`config.mk`:
```
export PLATFORM = sky130hd
export DESIGN_NAME = button_event_ctrl
export DESIGN_NICKNAME = d
export VERILOG_FILES = /design/src/rtl/button_event_ctrl.sv
export SDC_FILE = /design/constraint.sdc
export NUM_CORES = 1
export LEC_CHECK = 0
export ABC_AREA = 1
export BUFFER_PORTS_ARGS = -buffer_cell sky130_fd_sc_hd__buf_2
export CELL_PAD_IN_SITES_DETAIL_PLACEMENT = 1
export CELL_PAD_IN_SITES_GLOBAL_PLACEMENT = 1
export CORE_MARGIN = 3
export CORE_UTILIZATION = 50
export DETAILED_ROUTE_END_ITERATION = 8
export PLACE_DENSITY = 0.91
export SYNTH_ARGS = -nofsm -noshare
export SYNTH_HDL_FRONTEND = slang
export SYNTH_SLANG_ARGS = --single-unit
```
`constraint.sdc`:
```
create_clock -name clk -period 5.3 [get_ports clk]
set_input_delay 1.06 -clock clk [delete_from_list [all_inputs] [get_ports clk]]
set_output_delay 1.06 -clock clk [all_outputs]
set_load 0.03 [all_outputs]
```
`src/rtl/button_event_ctrl.sv`:
```
// Per-button PRESS/RELEASE/LONG/REPEAT event generator, round-robin scheduler and FWFT event FIFO.
// Define BTN_REPEAT_EN to enable periodic REPEAT events while a button is held.
module button_event_ctrl #(
  parameter int NUM_BUTTONS   = 4,
  parameter int ID_BITS       = 2,
  parameter int CNT_BITS      = 20,
  parameter int LONG_CYCLES   = 1000,
  parameter int REPEAT_CYCLES = 250,
  parameter int FIFO_DEPTH    = 4
) (
  input  logic                   clk,
  input  logic                   reset,
  input  logic [NUM_BUTTONS-1:0] btn_in,
  output logic                   evt_valid,
  input  logic                   evt_ready,
  output logic [ID_BITS-1:0]     evt_id,
  output logic [1:0]             evt_code,
  output logic                   ovf,
  input  logic                   ovf_clr
);
  localparam int PTR_BITS = $clog2(FIFO_DEPTH);
  localparam int ENT_BITS = ID_BITS + 2;
`ifdef BTN_REPEAT_EN
  localparam logic REPEAT_EN = 1'b1;
`else
  localparam logic REPEAT_EN = 1'b0;
`endif
  localparam logic [1:0] C_PRESS   = 2'd0;
  localparam logic [1:0] C_RELEASE = 2'd1;
  localparam logic [1:0] C_LONG    = 2'd2;
  localparam logic [1:0] C_REPEAT  = 2'd3;
  localparam logic [3:0] PEND_MASK = {REPEAT_EN, 3'b111};

  typedef enum logic [1:0] {IDLE = 2'd0, PRESSED = 2'd1, HELD = 2'd2} state_t;

  state_t                 state     [NUM_BUTTONS];
  state_t                 state_nxt [NUM_BUTTONS];
  logic [CNT_BITS-1:0]    cnt       [NUM_BUTTONS];
  logic [CNT_BITS-1:0]    cnt_nxt   [NUM_BUTTONS];
  logic [3:0]             pend      [NUM_BUTTONS];
  logic [3:0]             pend_set  [NUM_BUTTONS];
  logic [3:0]             pend_clr  [NUM_BUTTONS];
  logic [NUM_BUTTONS-1:0] btn_prev, rise, fall, collide;
  logic [ID_BITS-1:0]     rr_ptr, sel_id;
  logic [1:0]             sel_code;
  logic                   sel_found, push, pop, full;
  logic [ENT_BITS-1:0]    mem [FIFO_DEPTH];
  logic [PTR_BITS-1:0]    wr_ptr, rd_ptr;
  logic [PTR_BITS:0]      count;

  // Within one button, PRESS > LONG > REPEAT > RELEASE.
  function automatic logic [1:0] pick_code(input logic [3:0] p);
    if (p[C_PRESS])       pick_code = C_PRESS;
    else if (p[C_LONG])   pick_code = C_LONG;
    else if (p[C_REPEAT]) pick_code = C_REPEAT;
    else                  pick_code = C_RELEASE;
  endfunction

  assign rise = btn_in & ~btn_prev;
  assign fall = ~btn_in & btn_prev;

  always_ff @(posedge clk) begin
    btn_prev <= btn_in;
    for (int i = 0; i < NUM_BUTTONS; i++) begin
      if (reset) begin
        state[i] <= IDLE;
        cnt[i]   <= '0;
      end else begin
        state[i] <= state_nxt[i];
        cnt[i]   <= cnt_nxt[i];
      end
    end
  end

  always_comb begin
    for (int i = 0; i < NUM_BUTTONS; i++) begin
      state_nxt[i] = state[i];
      cnt_nxt[i]   = cnt[i];
      case (state[i])
        IDLE: begin
          if (rise[i]) begin
            state_nxt[i] = PRESSED;
            cnt_nxt[i]   = '0;
          end else begin
            cnt_nxt[i] = cnt[i];
          end
        end
        PRESSED: begin
          if (fall[i]) begin
            state_nxt[i] = IDLE;
          end else if (cnt[i] == CNT_BITS'(LONG_CYCLES - 1)) begin
            state_nxt[i] = HELD;
            cnt_nxt[i]   = '0;
          end else begin
            cnt_nxt[i] = cnt[i] + CNT_BITS'(1);
          end
        end
        HELD: begin
          // Without repeat support the hold counter simply stays at zero.
          if (fall[i]) begin
            state_nxt[i] = IDLE;
          end else if (!REPEAT_EN || (cnt[i] == CNT_BITS'(REPEAT_CYCLES - 1))) begin
            cnt_nxt[i] = '0;
          end else begin
            cnt_nxt[i] = cnt[i] + CNT_BITS'(1);
          end
        end
        default: begin
          state_nxt[i] = IDLE;
          cnt_nxt[i]   = '0;
        end
      endcase
    end
  end

  always_comb begin
    for (int i = 0; i < NUM_BUTTONS; i++) begin
      pend_set[i] = 4'b0000;
      case (state[i])
        IDLE:    pend_set[i][C_PRESS] = rise[i];
        PRESSED: begin
          if (fall[i])                                        pend_set[i][C_RELEASE] = 1'b1;
          else if (cnt[i] == CNT_BITS'(LONG_CYCLES - 1))      pend_set[i][C_LONG]    = 1'b1;
          else                                                pend_set[i]            = 4'b0000;
        end
        HELD: begin
          if (fall[i])                                        pend_set[i][C_RELEASE] = 1'b1;
          else if (REPEAT_EN && (cnt[i] == CNT_BITS'(REPEAT_CYCLES - 1)))
                                                              pend_set[i][C_REPEAT]  = 1'b1;
          else                                                pend_set[i]            = 4'b0000;
        end
        default: pend_set[i] = 4'b0000;
      endcase
    end
  end

  // Round-robin pick: first pending button at or above rr_ptr, then wrap to the bottom.
  always_comb begin
    sel_found = 1'b0;
    sel_id    = '0;
    sel_code  = C_PRESS;
    for (int j = 0; j < NUM_BUTTONS; j++) begin
      if (!sel_found && (j >= int'(rr_ptr)) && (pend[j] != 4'b0000)) begin
        sel_found = 1'b1;
        sel_id    = ID_BITS'(j);
        sel_code  = pick_code(pend[j]);
      end else begin
        sel_found = sel_found;
      end
    end
    for (int j = 0; j < NUM_BUTTONS; j++) begin
      if (!sel_found && (j < int'(rr_ptr)) && (pend[j] != 4'b0000)) begin
        sel_found = 1'b1;
        sel_id    = ID_BITS'(j);
        sel_code  = pick_code(pend[j]);
      end else begin
        sel_found = sel_found;
      end
    end
  end

  assign full = (count == (PTR_BITS + 1)'(FIFO_DEPTH));
  assign pop  = evt_valid & evt_ready;
  assign push = sel_found & (~full | pop);

  always_comb begin
    for (int i = 0; i < NUM_BUTTONS; i++) begin
      pend_clr[i] = 4'b0000;
      if (push && (sel_id == ID_BITS'(i))) pend_clr[i][sel_code] = 1'b1;
      else                                 pend_clr[i] = 4'b0000;
      collide[i] = |(pend_set[i] & pend[i] & ~pend_clr[i]);
    end
  end

  always_ff @(posedge clk) begin
    for (int i = 0; i < NUM_BUTTONS; i++) begin
      if (reset) pend[i] <= 4'b0000;
      else       pend[i] <= ((pend[i] & ~pend_clr[i]) | pend_set[i]) & PEND_MASK;
    end
  end

  // Scheduler pointer and sticky overflow flag (a new drop beats a clear).
  always_ff @(posedge clk) begin
    if (reset) begin
      rr_ptr <= '0;
      ovf    <= 1'b0;
    end else begin
      if (push) rr_ptr <= (int'(sel_id) == NUM_BUTTONS - 1) ? '0 : sel_id + ID_BITS'(1);
      if (|collide)     ovf <= 1'b1;
      else if (ovf_clr) ovf <= 1'b0;
    end
  end

  always_ff @(posedge clk) begin
    if (reset) begin
      wr_ptr <= '0;
      rd_ptr <= '0;
      count  <= '0;
      for (int k = 0; k < FIFO_DEPTH; k++) mem[k] <= '0;
    end else begin
      if (push) begin
        mem[wr_ptr] <= {sel_id, sel_code};
        wr_ptr      <= wr_ptr + PTR_BITS'(1);
      end
      if (pop) rd_ptr <= rd_ptr + PTR_BITS'(1);
      case ({push, pop})
        2'b10:   count <= count + (PTR_BITS + 1)'(1);
        2'b01:   count <= count - (PTR_BITS + 1)'(1);
        default: count <= count;
      endcase
    end
  end

  assign evt_valid          = (count != '0);
  assign {evt_id, evt_code} = mem[rd_ptr];
endmodule
```
==> summary.txt, run 1 <==
Clocking
  • CTS tree: built
  • Worst-path clk slew: 60 ps
  • Cts bufs inserted: 17
  • Hold_buf cts: 0
  • Root Driver: clkbuf_16
  • Post-CTS Resized: 0
  • Clock Latency Late Sink: 440 ps
  • Post-CTS Setup Repair Bufs: 0
  • CTS Sinks: 132
  • H-Tree Depth: 4
  • Clock buffer depth: 2

Setup path
  • Critical-path top delay cell: inv_1
  • Crit-path cells: buf_2, buf_4, inv_1, nand2_1, a221oi_1
  • CP Data Arrival Time: 3100 ps
  • Buf/Inv on CP: 3
  • R2R depth: 12
  • Req. time, crit path: 5600 ps
  • Reg2reg setup slack: 2500 ps
  • CP delay by family, top: buffers and inverters
  • CP Capture Type: flip-flop
  • Crit path depth: 5
  • Max stage delay on crit path: 670 ps
  • CP Launch Type: input pin
  • CP max FO: 39
  • CP Class: in -> reg
  • Worst R2R End: count[2]
  • R2R Path Start: pend[0][2]

GRT
  • Global route total overflow: 0
  • Initial antenna violation count: 0
  • GRT Util Overall: 25.9%
  • Pin count of the biggest net entering global routing: 40
  • Vias in the first global route: 7136
  • First-pass GRT wire length: 33.6 mm

Power and ir drop
  • Peak VDD IR: 0.268 mV
  • Static Leak: 2.98 nW
  • Power per Cell Area: 434 nW/µm²

Timing
  • Final Cycle Share: 53.0%
  • Final Hold Violating Endpoints: 0
  • Final setup vio count: 0
  • Fin crit period: 2810 ps
  • Clock skew: 9.19 ps
  • Fin Setup TNS: 0 ps
  • Maximum clock rate: 0.356 GHz
  • Hold Slack: 473 ps
  • Count of final max-slew check failures: 0
  • Slew @ Worst Pin: 906 ps
  • RSZ-0062 raised after global routing: no
  • Slew HR: 39.1%
  • Setup ws final: 2490 ps

Floorplan
  • Die width: 124 µm
  • Site Rows: 42
  • Initial core utilization: 52.0%
  • Top Ports: 14
  • Total core area: 13500 µm²
  • Die area: 15500 µm²
  • Die height: 124 µm

Route
  • Aggregate routed wire length: 19.5 mm
  • Antenna-violating nets left: 0
  • Wire per inst: 16.0 µm
  • Drt first-iter violations: 283
  • First-pass detailed-route iteration total: 7
  • # DRC: 0
  • Via total after detailed routing: 6660
  • Vias per inst: 5.47

Logic synthesis
  • Simple-Gate Fraction of Synth Area: 33.0%
  • Area leader, netlist: dfxtp_1
  • Portion of netlist area occupied by mux cells: 0%
  • Synth Register Bits: 132
  • Post-synthesis instance total: 1011
  • Adder-cell share of the synthesized area: 3.49%
  • Post-synth cell types: 48
  • Synthesized area: 7020 µm²
  • Avg Cell Area, Syn: 6.94 µm²
  • Syn_nets: 1038
  • EDFF count, synth: 16
  • Top post-synthesis cells by area: dfxtp_1, nand2_1, nor2_1
  • XOR/XNOR share of the synthesized area: 2.00%
  • Synth Area in Compound Gates: 12.7%
  • Post-synth top flop: dfxtp_1
  • Largest family of logic cells by synthesized area: simple AND/OR/NAND/NOR gates
  • Top-area cell type share of the netlist area: 33.1%
  • Asr flop ratio synth: 0%
  • Post-synthesis sequential area ratio: 39.9%
  • Warnings, synthesis: 0

Hold path
  • Worst Hold Path EP: pend[1][1]
  • Hold Path Depth: 2
  • Hold Crit Start: pend[1][1]
  • Worst min path class: reg -> reg

Layout
  • Commonest non-fill, non-tap cell in the layout: nand2_1
  • Fin util: 58.5%
  • Most frequent cells in the layout: nand2_1, nor2_1, inv_1
  • Share of cells above drive strength 1: 7.29%
  • Antenna Cells: 0
  • Nets: 1057
  • Layout area overhead: 12.5%

Placed design
  • GPL Wtd Cong: 0.868
  • IO Port Bufs: 13
  • Post-place setup slack: 2170 ps
  • Post-DP HPWL: 13.2 mm

Run status
  • Outcome: complete, no violations

Run
  • Max-cap violations: 0
-- area by class of cell --
type / count / area [µm²]
tap: 176 / 220
clock buffer: 23 / 488
inverter: 150 / 563
multi-input combinational: 714 / 3600
clock inverter: 8 / 148
fill: 1797 / 5610
sequential: 132 / 2800
timing repair buffer: 15 / 80.1
-- synth_stat cells, types with 4 or more instances --
cell      instances
a221oi_1          6
nor2_2            9
ha_1             18
inv_1           149
dfxtp_1         116
nor4_1           13
a211oi_1         12
nor3b_1           8
nand2_1         193
nand2_2           8
o21ai_0          44
edfxtp_1         16
xor2_1           12
nor3_1           42
xnor2_1           4
nand4_1          29
nand3_1          40
nor2_1          168
o22ai_1           5
a21oi_1          63
a31oi_1           6
clkbuf_1         13
or2_2             5
-- how the worst max path moves through the flow --
stage                     startpoint         end  slack [ps]
after floorplan            btn_in[1]  cnt[1][11]        2860
after global placement         reset  cnt[3][15]        2290
after detailed placement       reset  cnt[3][15]        2170
after CTS                      reset  cnt[1][15]        2440
after global routing           reset  cnt[1][15]        2240
final                          reset  cnt[1][15]        2490
-- per-stage QoR --
step	power, mW	instance area, µm²	std cells
after global routing	3.61	7900	1218
final	3.42	7900	1218
after floorplan	1.87	7020	1011
after detailed placement	2.12	7260	1187
after CTS	3.44	7900	1218
after global placement	2.07	7260	1187
-- metal layers --
| metal | global-route usage [%] | vias up | share of wire (%) |
|---|---|---|---|
| li1 | - | 3355 | - |
| met1 | 30.2 | 3206 | 44 |
| met2 | 47.0 | 72 | 51 |
| met3 | 4.89 | 27 | 2.7 |
| met4 | 9.74 | 0 | 1.7 |
| met5 | 0 | - | 0 |
-- sequential cells by signal (all words and copies together) (netlist names), named ones only --
name and count:
mem 16, rr_ptr 2, cnt 80, btn_prev 4, count 3, state 8
ovf 1, rd_ptr 2, pend 12, wr_ptr 2
-- power breakdown --
part / total, mW / internal (mW) / switching (mW) / leakage [nW]
sequential: 1.19 / 1.11 / 0.0728 / 1.11
clock: 1.28 / 0.833 / 0.450 / 0.301
combinational: 0.954 / 0.247 / 0.707 / 1.57
-- kinds of logic after synthesis --
group / Yosys count
xor+xnor: 16
buf+inv: 165
compound gates: 154
fa+ha+maj: 19
simple gates: 525
flops: 132
-- worst min-delay path, stage by stage, from the launching register on --
cell and delay, ps:
dfxtp_1 310, nand2_1 60, a21oi_1 50
No activity file was read; power rests on OpenSTA's default activity.
==> run 2, diff against run 1 <==
--- a/config.mk
+++ b/config.mk
@@ -5,14 +5,14 @@
 export SDC_FILE = /design/constraint.sdc
 export NUM_CORES = 1
 export LEC_CHECK = 0
-export ABC_AREA = 1
+export ABC_AREA = 0
 export BUFFER_PORTS_ARGS = -buffer_cell sky130_fd_sc_hd__buf_2
 export CELL_PAD_IN_SITES_DETAIL_PLACEMENT = 1
 export CELL_PAD_IN_SITES_GLOBAL_PLACEMENT = 1
 export CORE_MARGIN = 3
-export CORE_UTILIZATION = 50
+export CORE_UTILIZATION = 43
 export DETAILED_ROUTE_END_ITERATION = 8
-export PLACE_DENSITY = 0.91
+export PLACE_DENSITY = 0.81
 export SYNTH_ARGS = -nofsm -noshare
 export SYNTH_HDL_FRONTEND = slang
 export SYNTH_SLANG_ARGS = --single-unit
==> constraint.sdc (replaced) <==
create_clock -name clk -period 2.3 [get_ports clk]
set_input_delay 0.46 -clock clk [delete_from_list [all_inputs] [get_ports clk]]
set_output_delay 0.46 -clock clk [all_outputs]
set_load 0.03 [all_outputs]
==> run 2 against run 1 <==
Net effect:
- synthesized cell count decreased by 18%
- worst setup slack got worse by 3000 ps
- non-clock buffer count increased by 141
- the run now ends with negative setup slack left
- count of clock-buffer cells in the layout decreased by 4
- register-to-register slack got worse by 3000 ps
- worst hold slack got worse by 320 ps
- clock power increased by 130%
- sequential share of layout area decreased by 6.0 points
==> summary.txt, run 2 <==
Layout
  • Largest registers: cnt (80), mem (16), pend (12)
  • Nets: 1007
  • Commonest non-fill, non-tap cell in the layout: buf_4
  • Finished Layout Cells: 1204
  • # fillers: 1742
  • Most frequent cells in the layout: buf_4, nor2_1, dfxtp_1
  • Fin util: 62.4%
  • Final instance area: 9590 µm²
  • Antenna Cells: 0
  • Biggest register: cnt
  • Max reg flops: 80
  • Layout area overhead: 40.5%
  • Share of cells above drive strength 1: 33.5%

Timing
  • Maximum clock rate: 0.361 GHz
  • Fin Setup TNS: -5840 ps
  • RSZ-0062 raised after global routing: yes
  • Final Hold Violating Endpoints: 0
  • Slew @ Worst Pin: 878 ps
  • Fin crit period: 2770 ps
  • Final setup vio count: 55
  • Clock skew: 13.6 ps
  • Slew HR: 40.7%
  • Setup ws final: -468 ps
  • Count of final max-slew check failures: 0
  • Final Cycle Share: 120%

Run status
  • Failing checks: negative setup slack
  • Outcome: finished with violations

Logic synthesis
  • Synth Register Bits: 132
  • Syn_nets: 855
  • Avg Cell Area, Syn: 8.24 µm²
  • Top post-synthesis cells by count: nor2_1, dfxtp_1, nand2_1, a21oi_1, o21ai_0
  • Post-synth top flop: dfxtp_1
  • Warnings, synthesis: 0
  • Top post-synthesis cells by area: dfxtp_1, nor2_1, edfxtp_1
  • EDFF count, synth: 16
  • Asr flop ratio synth: 0%
  • Post-synthesis sequential area ratio: 41.1%
  • Count leader, synth: nor2_1
  • Post-synthesis instance total: 828
  • Area leader, netlist: dfxtp_1
  • Synthesized area: 6820 µm²
  • Top-area cell type share of the netlist area: 34.0%
  • Post-synth cell types: 63

Power and ir drop
  • Power per Cell Area: 1080 nW/µm²
  • Static Leak: 3.60 nW
  • Peak VDD IR: 0.669 mV

Floorplan
  • Total core area: 15400 µm²
  • Die height: 132 µm
  • Die area: 17400 µm²
  • Die width: 132 µm
  • Site Rows: 45
  • Top Ports: 14
  • Initial core utilization: 44.4%

Setup path
  • CP max FO: 2
  • CP Capture Type: flip-flop
  • CP Class: reg -> reg
  • CP Launch Type: flip-flop
  • R2R depth: 8
  • R2R Path Start: cnt[3][12]
  • Reg2reg setup slack: -470 ps
  • CP Data Arrival Time: 3120 ps
  • Worst R2R End: ovf
  • Req. time, crit path: 2660 ps

Placed design
  • Post-place setup slack: -372 ps
  • GPL Wtd Cong: 0.911
  • Placed Area: 7830 µm²
  • Placed instance count: 1127
  • Post-DP HPWL: 14.5 mm
  • IO Port Bufs: 13

Route
  • Wire per inst: 25.4 µm
  • Antenna-violating nets left: 0
  • Via total after detailed routing: 7638
  • Drt first-iter violations: 534
  • Aggregate routed wire length: 30.6 mm
  • # DRC: 0
  • Vias per inst: 6.34
  • First-pass detailed-route iteration total: 6

Hold path
  • Hold Path Depth: 1
  • Worst min path class: in -> reg
  • Worst Hold Path EP: btn_prev[1]
  • Hold Crit Start: btn_in[1]

GRT
  • Initial antenna violation count: 0
  • Vias in the first global route: 7594
  • First-pass GRT wire length: 38.0 mm
  • Global route total overflow: 0
  • Pin count of the biggest net entering global routing: 17
  • GRT Util Overall: 26.7%

Clocking
  • Worst-path clk slew: 60 ps
  • Cts bufs inserted: 17
  • Root Driver: clkbuf_16
  • H-Tree Depth: 4
  • Clock buffer depth: 2
  • Hold_buf cts: 0
  • CTS tree: built
  • Clock Latency Late Sink: 440 ps
  • CTS Sinks: 132

Run
  • Max-cap violations: 0
==> run 2: changes by cell type after synthesis, sizes merged, moves of 9 or more <==
cell    previous run  this run
nor3              43        17
nand2b             0        17
clkbuf            13        22
xor2              12        35
nand2            202        76
xnor2              4        17
and3               2        11
nand3             43        29
nor2b              0        14
nor2             178       139
inv              150        34
or3                0        13
==> run 2: what timing repair did <==
| item | in CTS | in global routing |
|---|---|---|
| gates resized for setup | 63 | 156 |
| buffers inserted | 19 | 32 |
| pin swaps | 26 | 54 |
| setup endpoints to repair | 46 | 70 |
| cloned | 2 | 0 |
==> run 2: logic make-up after synthesis <==
| logic type | Yosys count | synth area share (%) |
|---|---|---|
| buffers and inverters | 58 | 3.25 |
| muxes | 9 | 2.05 |
| xor gates and xnor gates | 52 | 6.67 |
| and+or+nand+nor | 387 | 27.7 |
| AOI/OAI and AO/OA | 171 | 15.7 |
| adders and majority gates | 19 | 3.59 |
| DFF | 132 | 41.1 |
==> run 2: power by group <==
group,internal [mW],switching [mW],leakage [nW]
Sequential,2.59,0.275,1.12
Combinational,1.89,2.75,2.19
Clock,1.73,1.15,0.297
Total,6.21,4.18,3.60
==> run 2: through the flow <==
step	total power [mW]	hold WS [ps]
6_report	10.4	156
5_1_grt	10.7	160
3_5_place_dp	5.80	495
3_3_place_gp	5.61	458
4_1_cts	9.07	154
2_1_floorplan	4.58	445
==> run 2: layout make-up <==
cell class / instances / area [µm²] / share of cell area (%)
Clock buffer: 19 / 443 / 4.62
Multi-Input combinational cell: 639 / 4520 / 47.1
Tap cell: 211 / 264 / 2.75
Inverter: 34 / 128 / 1.33
Sequential cell: 132 / 2820 / 29.5
Clock inverter: 13 / 158 / 1.64
Timing Repair Buffer: 156 / 1250 / 13.1
==> run 2: metal layers <==
metal | vias up | track usage (%) | wire length, µm
met4 | 0 | 12.9 | 2300
met1 | 3767 | 28.7 | 10800
met5 | - | 0 | 0
li1 | 3263 | - | -
met3 | 196 | 5.80 | 1720
met2 | 412 | 49.3 | 15800
==> run 2: worst max path at each step <==
stage / startpoint / end / slack, ps / depth (start not counted)
after floorplan: pend[1][1] / ovf / -210 / 9
after global placement: pend[0][2] / ovf / -260 / 8
after detailed placement: pend[0][2] / ovf / -370 / 10
after CTS: pend[0][1] / ovf / -330 / 8
after global routing: cnt[3][12] / ovf / -580 / 8
final: cnt[3][12] / ovf / -470 / 8
==> run 2: worst max-delay path, cell delays in order (launching register included) <==
cell and delay (ps):
dfxtp_2 320, or4_4 530, or4b_4 560, nor4_1 580, or2_2 240, a222oi_1 70, o21ai_1 120, nor4_2 80
a31oi_1 160
==> run 3, diff against run 2 <==
--- a/config.mk
+++ b/config.mk
@@ -10,9 +10,9 @@
 export CELL_PAD_IN_SITES_DETAIL_PLACEMENT = 1
 export CELL_PAD_IN_SITES_GLOBAL_PLACEMENT = 1
 export CORE_MARGIN = 3
-export CORE_UTILIZATION = 43
+export CORE_UTILIZATION = 48
 export DETAILED_ROUTE_END_ITERATION = 8
-export PLACE_DENSITY = 0.81
+export PLACE_DENSITY = 0.85
 export SYNTH_ARGS = -nofsm -noshare
 export SYNTH_HDL_FRONTEND = slang
 export SYNTH_SLANG_ARGS = --single-unit
==> constraint.sdc (replaced) <==
create_clock -name clk -period 2.9 [get_ports clk]
set_input_delay 0.58 -clock clk [delete_from_list [all_inputs] [get_ports clk]]
set_output_delay 0.58 -clock clk [all_outputs]
set_load 0.03 [all_outputs]
==> run 3 against run 2 <==
Net effect:
- the run now ends clean
- design area is 18% lower
- count of clock-buffer cells in the layout stayed put
- highest routed layer unchanged
- clock power is 19% lower
- die area is 10% lower
- worst hold slack better by 130 ps
- clock skew is 4.2 ps lower
- fmax is 0.76% higher
- flip-flop and latch count stayed put
- first-iteration DRC count is 54% lower
==> summary.txt, run 3 (synthesis gave the netlist of run 2 again) <==
Clocking
  • Root Driver: clkbuf_16
  • Worst-path clk slew: 60 ps
  • Post-CTS Resized: 0
  • H-Tree Depth: 4
  • Clock Latency Late Sink: 440 ps
  • Cts bufs inserted: 17
  • CTS tree: built
  • Clock buffer depth: 2
  • Hold_buf cts: 0
  • Post-CTS Setup Repair Bufs: 0
  • CTS Sinks: 132

Floorplan
  • Total core area: 13600 µm²
  • Die area: 15700 µm²
  • Die width: 125 µm
  • Top Ports: 14
  • Site Rows: 42
  • Initial core utilization: 50.3%
  • Die height: 125 µm

GRT
  • Vias in the first global route: 6614
  • Global route total overflow: 0
  • GRT Util Overall: 24.4%
  • Pin count of the biggest net entering global routing: 20
  • First-pass GRT wire length: 31.7 mm
  • Initial antenna violation count: 0

Placed design
  • Placed instance count: 1012
  • Placed Area: 7160 µm²
  • IO Port Bufs: 13
  • GPL Wtd Cong: 0.940
  • Post-DP HPWL: 13.1 mm
  • Post-place setup slack: 138 ps

Layout
  • Max reg flops: 80
  • Biggest register: cnt
  • Antenna Cells: 0
  • Finished Layout Cells: 1044
  • Fin util: 57.7%
  • Nets: 882
  • Final instance area: 7820 µm²
  • Commonest non-fill, non-tap cell in the layout: nor2_1
  • Layout area overhead: 14.6%
  • Share of cells above drive strength 1: 9.68%
  • Most frequent cells in the layout: nor2_1, dfxtp_1, nand2_1
  • Largest registers: cnt (80), mem (16), pend (12)

Timing
  • Maximum clock rate: 0.364 GHz
  • Final Hold Violating Endpoints: 0
  • Final Cycle Share: 94.7%
  • Final setup vio count: 0
  • Slew HR: 20.2%
  • Slew @ Worst Pin: 1180 ps
  • Fin Setup TNS: 0 ps
  • RSZ-0062 raised after global routing: no
  • Clock skew: 9.36 ps
  • Hold Slack: 289 ps
  • Setup ws final: 153 ps
  • Count of final max-slew check failures: 0
  • Fin crit period: 2750 ps

Route
  • # DRC: 0
  • Vias per inst: 5.95
  • First-pass detailed-route iteration total: 5
  • Antenna-violating nets left: 0
  • Aggregate routed wire length: 18.7 mm
  • Via total after detailed routing: 6213
  • Drt first-iter violations: 248
  • Wire per inst: 17.9 µm

Setup path
  • Crit-path cells: or3_4, a211o_1, a32o_2, or3_4, a222oi_1, o21ai_1, nor4_1, a31oi_1
  • CP Data Arrival Time: 3050 ps
  • Req. time, crit path: 3210 ps
  • Reg2reg setup slack: 150 ps
  • Buf/Inv on CP: 0
  • CP Class: reg -> reg
  • Max stage delay on crit path: 420 ps
  • CP Capture Type: flip-flop
  • CP delay by family, top: simple AND/OR/NAND/NOR gates
  • CP Launch Type: flip-flop
  • Most used cell along the critical path: or3_4
  • Worst R2R End: ovf
  • CP max FO: 6
  • R2R depth: 8
  • R2R Path Start: pend[0][2]
  • Critical-path top delay cell: or3_4

Run
  • Max-cap violations: 0

Hold path
  • Worst min path class: in -> reg
  • Hold Path Depth: 1
  • Worst Hold Path EP: btn_prev[2]
  • Hold Crit Start: btn_in[2]

Power and ir drop
  • Power per Cell Area: 838 nW/µm²
  • Static Leak: 2.81 nW
  • Overall power: 6.55 mW
  • Peak VDD IR: 0.403 mV

Run status
  • Outcome: complete, no violations
==> run 3: cell types whose count changed in the layout (fill, tap and decap cells not counted), sizes merged <==
| cell | previous run | this run |
|---|---|---|
| inv | 35 | 36 |
| nor2 | 140 | 139 |
| clkinv | 8 | 4 |
| clkinvlp | 1 | 4 |
| buf | 156 | 32 |
==> run 3: worst max-delay path by stage <==
stage / startpoint / end / slack, ps / depth (start not counted)
floorplan: pend[1][1] / ovf / 390 / 9
global placement: pend[0][2] / ovf / 270 / 8
detailed placement: cnt[3][10] / cnt[3][19] / 140 / 8
CTS: cnt[3][10] / cnt[3][19] / 100 / 8
global route: pend[1][1] / ovf / 0.6 / 10
finish: pend[0][2] / ovf / 150 / 8
==> run 3: power breakdown <==
part	switching [mW]	internal, mW	total (mW)
sequential	0.194	2.05	2.24
combinational	1.29	0.690	1.98
clock	0.872	1.46	2.33
==> run 3: worst register-to-register path: cells and delay by family (launching register included) <==
family             cells  cell delay [ps]
and+or+nand+nor        3             1140
AOI/OAI and AO/OA      5             1120
DFF                    1              360
==> run 3: final cells by class <==
| type | count | area (µm²) |
|---|---|---|
| well taps | 176 | 220 |
| clock buffers | 19 | 475 |
| fillers | 1610 | 5740 |
| clock inverters | 13 | 169 |
| inverters | 34 | 128 |
| multi-input cells | 638 | 3820 |
| repair buffers | 32 | 208 |
| flip-flops and latches | 132 | 2800 |
==> run 3: metal layers <==
metal / vias up / GRT usage, % / wire [µm]
met5: - / 0 / 0
met4: 0 / 9.06 / 277
met3: 21 / 5.12 / 611
met2: 101 / 44.5 / 9800
met1: 3082 / 27.9 / 8010
li1: 3009 / - / -
